==> config.mk <==
export PLATFORM = sky130hd
export DESIGN_NAME = ifetch_unit
export DESIGN_NICKNAME = d
export VERILOG_FILES = /design/src/rtl/ifetch_unit.sv
export SDC_FILE = /design/constraint.sdc
export NUM_CORES = 1
export LEC_CHECK = 0
export BUFFER_PORTS_ARGS = -buffer_cell sky130_fd_sc_hd__clkbuf_2
export CORE_ASPECT_RATIO = 0.9
export CORE_MARGIN = 4
export CORE_UTILIZATION = 30
export CTS_BUF_LIST = sky130_fd_sc_hd__clkbuf_2 sky130_fd_sc_hd__clkbuf_4 sky130_fd_sc_hd__clkbuf_8
export DETAILED_ROUTE_END_ITERATION = 10
export GPL_TIMING_DRIVEN = 0
export PLACE_DENSITY = 0.63
export SYNTH_ARGS = -nofsm -noshare
export SYNTH_HDL_FRONTEND = slang
export SYNTH_SLANG_ARGS = --single-unit
==> constraint.sdc <==
create_clock -name clk -period 8 [get_ports clk]
set_input_delay 0.8 -clock clk [delete_from_list [all_inputs] [get_ports clk]]
set_output_delay 0.8 -clock clk [all_outputs]
set_load 0.02 [all_outputs]
==> src/rtl/ifetch_unit.sv <==
// rtl/ifetch_unit.sv - instruction fetch front end: PC, imem initiator, fetch packet queue
module ifetch_unit #(
    parameter logic [63:0] RESET_PC   = 64'h0000_0000_0000_0000,
    parameter int          FIFO_DEPTH = 2
) (
    input  logic        clk,
    input  logic        rst,
    output logic [63:0] imem_addr,
    input  logic [31:0] imem_instr,
    input  logic        imem_exc_en,
    input  logic [3:0]  imem_exc_code,
    input  logic [63:0] imem_exc_val,
    input  logic        redirect_en,
    input  logic [63:0] redirect_pc,
    output logic        out_valid,
    input  logic        out_ready,
    output logic [63:0] out_pc,
    output logic [31:0] out_instr,
    output logic        out_exc_en,
    output logic [3:0]  out_exc_code,
    output logic [63:0] out_exc_val
);
    localparam int PW = $clog2(FIFO_DEPTH);
    localparam int CW = PW + 1;
    localparam logic [31:0] NOP = 32'h0000_0013;

    typedef enum logic {ST_FETCH = 1'b0, ST_HALT = 1'b1} state_t;

    typedef struct packed {
        logic [63:0] pc;
        logic [31:0] instr;
        logic        exc_en;
        logic [3:0]  exc_code;
        logic [63:0] exc_val;
    } pkt_t;

    state_t        state_q, state_d;
    logic [63:0]   pc_q, pc_d;
    logic [CW-1:0] count_q, count_d;
    logic [PW-1:0] wr_ptr_q, wr_ptr_d;
    logic [PW-1:0] rd_ptr_q, rd_ptr_d;
    pkt_t          fifo_q [FIFO_DEPTH];
    pkt_t          fifo_d [FIFO_DEPTH];

    logic fetch_en;
    logic enq;
    logic deq;
    logic misaligned;
    logic fault;
    pkt_t push_pkt;
    pkt_t head_pkt;

    assign imem_addr = pc_q;

    // state register
    always_ff @(posedge clk) begin
        if (rst) begin
            state_q <= ST_FETCH;
        end else begin
            state_q <= state_d;
        end
    end

    // next-state logic: a faulting enqueue halts, only a redirect resumes
    always_comb begin
        state_d = state_q;
        if (redirect_en) begin
            state_d = ST_FETCH;
        end else if (enq && fault) begin
            state_d = ST_HALT;
        end
    end

    // FSM outputs
    always_comb begin
        fetch_en = 1'b0;
        if (state_q == ST_FETCH) begin
            fetch_en = 1'b1;
        end
    end

    // Misalignment takes precedence: the memory response is ignored entirely.
    always_comb begin
        misaligned = (pc_q[1:0] != 2'b00);
        fault      = misaligned || imem_exc_en;
        enq        = fetch_en && (count_q < CW'(FIFO_DEPTH)) && !redirect_en;
        out_valid  = (count_q != '0) && !redirect_en;
        deq        = out_valid && out_ready;

        push_pkt.pc = pc_q;
        if (misaligned) begin
            push_pkt.instr    = NOP;
            push_pkt.exc_en   = 1'b1;
            push_pkt.exc_code = 4'd0;
            push_pkt.exc_val  = pc_q;
        end else if (imem_exc_en) begin
            push_pkt.instr    = NOP;
            push_pkt.exc_en   = 1'b1;
            push_pkt.exc_code = imem_exc_code;
            push_pkt.exc_val  = imem_exc_val;
        end else begin
            push_pkt.instr    = imem_instr;
            push_pkt.exc_en   = 1'b0;
            push_pkt.exc_code = 4'd0;
            push_pkt.exc_val  = 64'd0;
        end
    end

    always_comb begin
        pc_d     = pc_q;
        count_d  = count_q;
        wr_ptr_d = wr_ptr_q;
        rd_ptr_d = rd_ptr_q;
        fifo_d   = fifo_q;
        if (redirect_en) begin
            pc_d     = redirect_pc;
            count_d  = '0;
            wr_ptr_d = '0;
            rd_ptr_d = '0;
        end else begin
            if (enq) begin
                fifo_d[wr_ptr_q] = push_pkt;
                wr_ptr_d         = wr_ptr_q + PW'(1);
                if (!fault) begin
                    pc_d = pc_q + 64'd4;
                end
            end
            if (deq) begin
                rd_ptr_d = rd_ptr_q + PW'(1);
            end
            case ({enq, deq})
                2'b10:   count_d = count_q + CW'(1);
                2'b01:   count_d = count_q - CW'(1);
                default: count_d = count_q;
            endcase
        end
    end

    always_ff @(posedge clk) begin
        if (rst) begin
            pc_q     <= RESET_PC;
            count_q  <= '0;
            wr_ptr_q <= '0;
            rd_ptr_q <= '0;
        end else begin
            pc_q     <= pc_d;
            count_q  <= count_d;
            wr_ptr_q <= wr_ptr_d;
            rd_ptr_q <= rd_ptr_d;
        end
    end

    // queue storage needs no reset; the outputs are masked while empty
    always_ff @(posedge clk) begin
        fifo_q <= fifo_d;
    end

    always_comb begin
        head_pkt = '0;
        if (count_q != '0) begin
            head_pkt = fifo_q[rd_ptr_q];
        end
        out_pc       = head_pkt.pc;
        out_instr    = head_pkt.instr;
        out_exc_en   = head_pkt.exc_en;
        out_exc_code = head_pkt.exc_code;
        out_exc_val  = head_pkt.exc_val;
    end
endmodule

==> Word-level counts from Yosys, hierarchy flattened <==
Cells that the tools add are included.
{ "totals": {"elab_cells": 59, "reg_bits": 399, "inputBits": 169} }
{ "op_classes": {"n_addsub": 5, "mux": 14, "order_cmp": 4, "n_reduce_logical": 15, "bitwise_logic": 3, "n_eq_ne": 3} }
{ "op_table": {"columns": ["operator", "n"], "rows": [
  ["$mux 165", 5],
  ["$bwmux 330", 1],
  ["$mux 101", 2],
  ["$mux 64", 3],
  ["$demux 165 s1", 1],
  ["$add 64x3->64 const B", 1],
  ["$reduce_bool 2->1", 4],
  ["$logic_and 1x1->1", 6],
  ["$ge 2x2->1 const B", 2],
  ["$not 1->2", 2],
  ["$pmux 2 s2", 1],
  ["$reduce_and 2->1", 2],
  ["$add 1x1->1 const B", 2],
  ["$add 2x1->2 const B", 1],
  ["$eq 2x1->1 const B", 1],
  ["$eq 2x2->1 const B", 1],
  ["$lt 2x1->1 const B", 1],
  ["$lt 2x2->1 const B", 1],
  ["$ne 2x2->1 const B", 1],
  ["$reduce_or 2->1", 1],
  ["$sub 2x1->2 const B", 1],
  ["$logic_not 1->1", 1],
  ["$logic_or 1x1->1", 1],
  ["$mux 1", 1],
  ["$not 1->1", 1]
]} }

==> Logic depth before layout (Yosys ltp) <==
{ "logic_depth": {"ltp_word": 6, "depth_mapped": 9} }

==> Least setup slack after synthesis <==
OpenSTA, ideal clock, no wires.
{ "synth_timing": {"kind": "input to register", "from": "in redirect_en", "to": "reg fifo_q[165] (netlist name), enable pin", "t_required_ns": 7.308, "n_path_buf": 1, "t_arrival_ns": 8.048, "setup_slack_ns": -0.740, "stages": 4, "setup_ns": 0.692, "cell_sequence": "clkbuf_1 > nor2_1 > inv_2 > nor2_1"} }
{ "synth_between": {"elab_chain_len": 3} }
{ "synth_lines": {"columns": ["element", "line", "source"], "rows": [
  ["from (decl)", "13", "input logic redirect_en,"],
  ["$logic_not 1->1", "86", "enq = fetch_en && (count_q < CW'(FIFO_DEPTH)) && !redirect_en;"],
  ["$logic_and 1x1->1", "86", null],
  ["$reduce_and 2->1 (no line) *", null, null],
  ["to (signal assigned)", "155", "fifo_q <= fifo_d;"],
  ["to (decl)", "42", "pkt_t fifo_q [FIFO_DEPTH];"]
]} }
Mark *: on every way between the ends. The rest lies on a longest branch, timed or not.
A chain may end at the register's enable or synchronous reset.

==> Worst setup path in the final report <==
{ "layout_timing": {"from": "reg count_q[1]", "to": "out out_pc[17]"} }
{ "layout_between": {"elab_chain_len": 2} }
{ "layout_lines": {"columns": ["element", "line", "source"], "rows": [
  ["from (decl)", "39", "logic [CW-1:0] count_q, count_d;"],
  ["from (signal assigned)", "147", "count_q <= count_d;"],
  ["$reduce_bool 2->1", "160", "if (count_q != '0) begin"],
  ["$mux 165", "160", null],
  ["to (decl)", "17", "output logic [63:0] out_pc,"]
]} }
No other way between the ends.

==> impl_metrics.py <==
metrics = {
    "yosys": {
        "synth.avg_cell_area_um2": 11.65,
        "synth_area_um2": 18140,
        "synth-seq-cells": 399,
        "synthCells": 1557,
        "synth_seq_area_share_pct": 62.23,
        "async_reset_ff_share_pct": 0,
        "yosys_warnings": 0,
        "syn_nets": 1728,
        "ys.flop_type": "edfxtp_1",
        "synth_cell_type_count": 59,
        "synth_edf_count": 330,
    },
    "power": {
        "pwr-share-seq_pct": 49.0,
        "p_sw_share_pct": 26.65,
        "clkPwrFrac_pct": 39.2,
        "cell_internal_pwr_w": 0.003723,
        "power_density_nw_per_um2": 222.3,
        "ir_worst_vdd_mv": 0.1100,
        "leakage_nw": 8.617,
        "switchingPower_w": 0.001353,
        "pwr-share-comb_pct": 11.8,
    },
    "sta": {
        "hold_viol_final": 0,
        "setup_tns_ps": 0,
        "fmax_mhz": 235.5,
        "worstMarginPinSlew_ps": 1390,
        "rsz0062_at_grt": "no",
        "relSlewSlack_pct": 7.355,
        "whs_ps": 384.8,
        "fin_crit_ps": 4246,
        "fin_skew_ps": 23.50,
        "setup_viol": 0,
        "finalCritPeriodShare_pct": 53.08,
        "slew_violations": 0,
    },
    "routing": {
        "drtIter0Drc": 1064,
        "drc": 0,
        "dr_total_vias": 14348,
        "wl_per_cell_um": 23.08,
        "viasPerCell": 4.975,
        "ant_nets": 0,
        "drtPass1Iterations": 5,
        "wirelength_um": 66550,
    },
    "cts": {
        "cts_tree": "done",
        "insertion_delay_ps": 650,
        "cts_inserted_buffers": 74,
        "post_cts_buffers": 0,
        "clock_sinks": 399,
        "clockBufferDepth": 3,
        "clockRootBuffer": "clkbuf_8",
        "clkSlewWorstSetupHoldPaths_ps": 60,
        "cts.repair.resized": 0,
        "hold_buffers": 0,
        "htreeDepth": 3,
    },
    "global_routing": {
        "overflow": 0,
        "grt_max_degree": 48,
        "track_usage_pct": 19.95,
        "antenna_found_initial": 11,
        "grt_pass1_wl_um": 94440,
        "grt_pass1_vias": 14135,
    },
    "layout": {
        "layout-drive-gt1-share_pct": 29.62,
        "fin_nets": 2209,
        "syn_to_final_growth_pct": 25.84,
        "layout_commonest_cell": "clkbuf_2",
        "design_area_um2": 22830,
        "final_cell_mix": "clkbuf_2, edfxtp_1, nor2_1",
    },
    "critical_path": {
        "path_class": "reg2out",
        "cp-start-kind": "flop",
        "cp.arrival_ps": 3450,
        "crit_required_ps": 7200,
        "crit_path_max_fanout": 10,
        "crit_path_end_kind": "output port",
    },
    "floorplan": {
        "start_util_pct": 30.30,
        "die_h_um": 241.3,
        "core_area_um2": 59880,
        "ios": 399,
        "die_x_um": 267.2,
        "rows": 85,
        "die_area_um2": 64480,
    },
    "placement": {
        "place_area_um2": 21320,
        "gp_congestion": 0.8744,
        "io_buffers": 395,
        "dp_hpwl_um": 49290,
    },
    "job": {
        "max_cap_viol_count": 0,
    },
    "hold_path": {
        "hp-class": "in2reg",
    },
    "status": {
        "status": "finished clean",
    },
}
-- flip-flops by register name (all words and copies together) (netlist names) --
register	flops
fifo_q	330
imem_addr	64
count_q	2
wr_ptr_q	1
state_q	1
rd_ptr_q	1
-- per-layer routing --
layer  GRT usage (%)  part of all wire, %
met4           5.954                  2.6
met3           6.083                  9.0
met1           26.76                   43
met5               0                 0.12
met2           31.34                   45
-- logic make-up after synthesis --
group           Yosys count  share of synthesized area [%]
mux                     168                          9.268
xor+xnor                 26                          1.255
flops                   399                          62.23
fa+ha+maj                 2                         0.1379
buf+inv                 181                          5.262
simple gates            671                          17.67
compound gates          110                          4.172
-- power groups by stage --
stage | combinational (W) | clock (W) | sequential [W]
floorplan | 0.000350 | 0 | 0.00250
global placement | 0.000573 | 0 | 0.00255
detailed placement | 0.000601 | 0 | 0.00253
CTS | 0.000604 | 0.00205 | 0.00249
global route | 0.000651 | 0.00215 | 0.00250
finish | 0.000599 | 0.00199 | 0.00249
-- worst paths after layout --
path / startpoint / endpoint / slack, ps / cells past startpoint
worst max-delay path: count_q[1] / out_pc[17] / 3750 / 5
worst max register to register: imem_addr[33] / imem_addr[60] / 4440 / 5
worst min register to register: imem_addr[20] / fifo_q[286] / 480 / 0
worst min-delay path: redirect_pc[11] / imem_addr[11] / 380 / 3
-- layout make-up --
class,count,area [µm²]
Multi-Input combinational cell,977,5911
Buffer,164,888.4
Sequential cell,399,11290
Antenna cell,8,20.02
Fill cell,5933,37040
Clock buffer,107,1316
Inverter,17,66.31
Tap cell,783,979.7
Timing Repair Buffer,405,2198
Clock inverter,24,161.4
-- critical path, cell delays in order, from the launching register on --
cell      delay [ps]
dfxtp_1          360
nor2_1           490
clkbuf_1        1070
clkbuf_1         500
nor2_1           170
clkbuf_2         200
-- stage by stage --
| stage | util (%) | setup slack, ps | power [W] | std cells |
|---|---|---|---|---|
| finish | 38.13 | 3754 | 0.005076 | 2884 |
| global route | 38.12 | 3531 | 0.005297 | 2880 |
| CTS | 38.08 | 3601 | 0.005147 | 2875 |
| detailed placement | 35.61 | 4042 | 0.003132 | 2744 |
| global placement | 35.24 | -1283 | 0.003124 | 2735 |
| floorplan | - | 1980 | 0.002853 | 1557 |
-- cells in the mapped netlist, types with 3 or more instances --
master / instances / area [µm²]
nor4b_1: 5 / 43.79
nor4_2: 3 / 37.54
mux2i_1: 168 / 1682
nand2_1: 176 / 660.6
and3_1: 9 / 56.30
a31oi_1: 14 / 87.58
xor2_1: 14 / 122.6
nor3_1: 14 / 70.07
nor3b_1: 3 / 22.52
clkbuf_1: 78 / 292.8
o21ai_0: 20 / 100.1
a2111oi_0: 4 / 35.03
a21oi_1: 13 / 65.06
nor4_1: 10 / 62.56
xnor2_1: 12 / 105.1
o21bai_1: 3 / 22.52
buf_2: 6 / 30.03
dfxtp_1: 69 / 1381
nand4_1: 34 / 212.7
buf_4: 66 / 495.5
or2_2: 4 / 25.02
buf_1: 10 / 37.54
or3_1: 23 / 143.9
nand3_1: 97 / 485.5
and2_1: 34 / 212.7
o211ai_1: 11 / 82.58
o31ai_1: 5 / 37.54
o21a_1: 4 / 30.03
a311oi_1: 13 / 113.9
and4_1: 4 / 35.03
inv_1: 15 / 56.30
edfxtp_1: 330 / 9910
a211oi_1: 15 / 112.6
nand4_2: 3 / 37.54
or4_1: 10 / 75.07
nor2_1: 228 / 855.8
No activity file was read; power rests on OpenSTA's default activity.
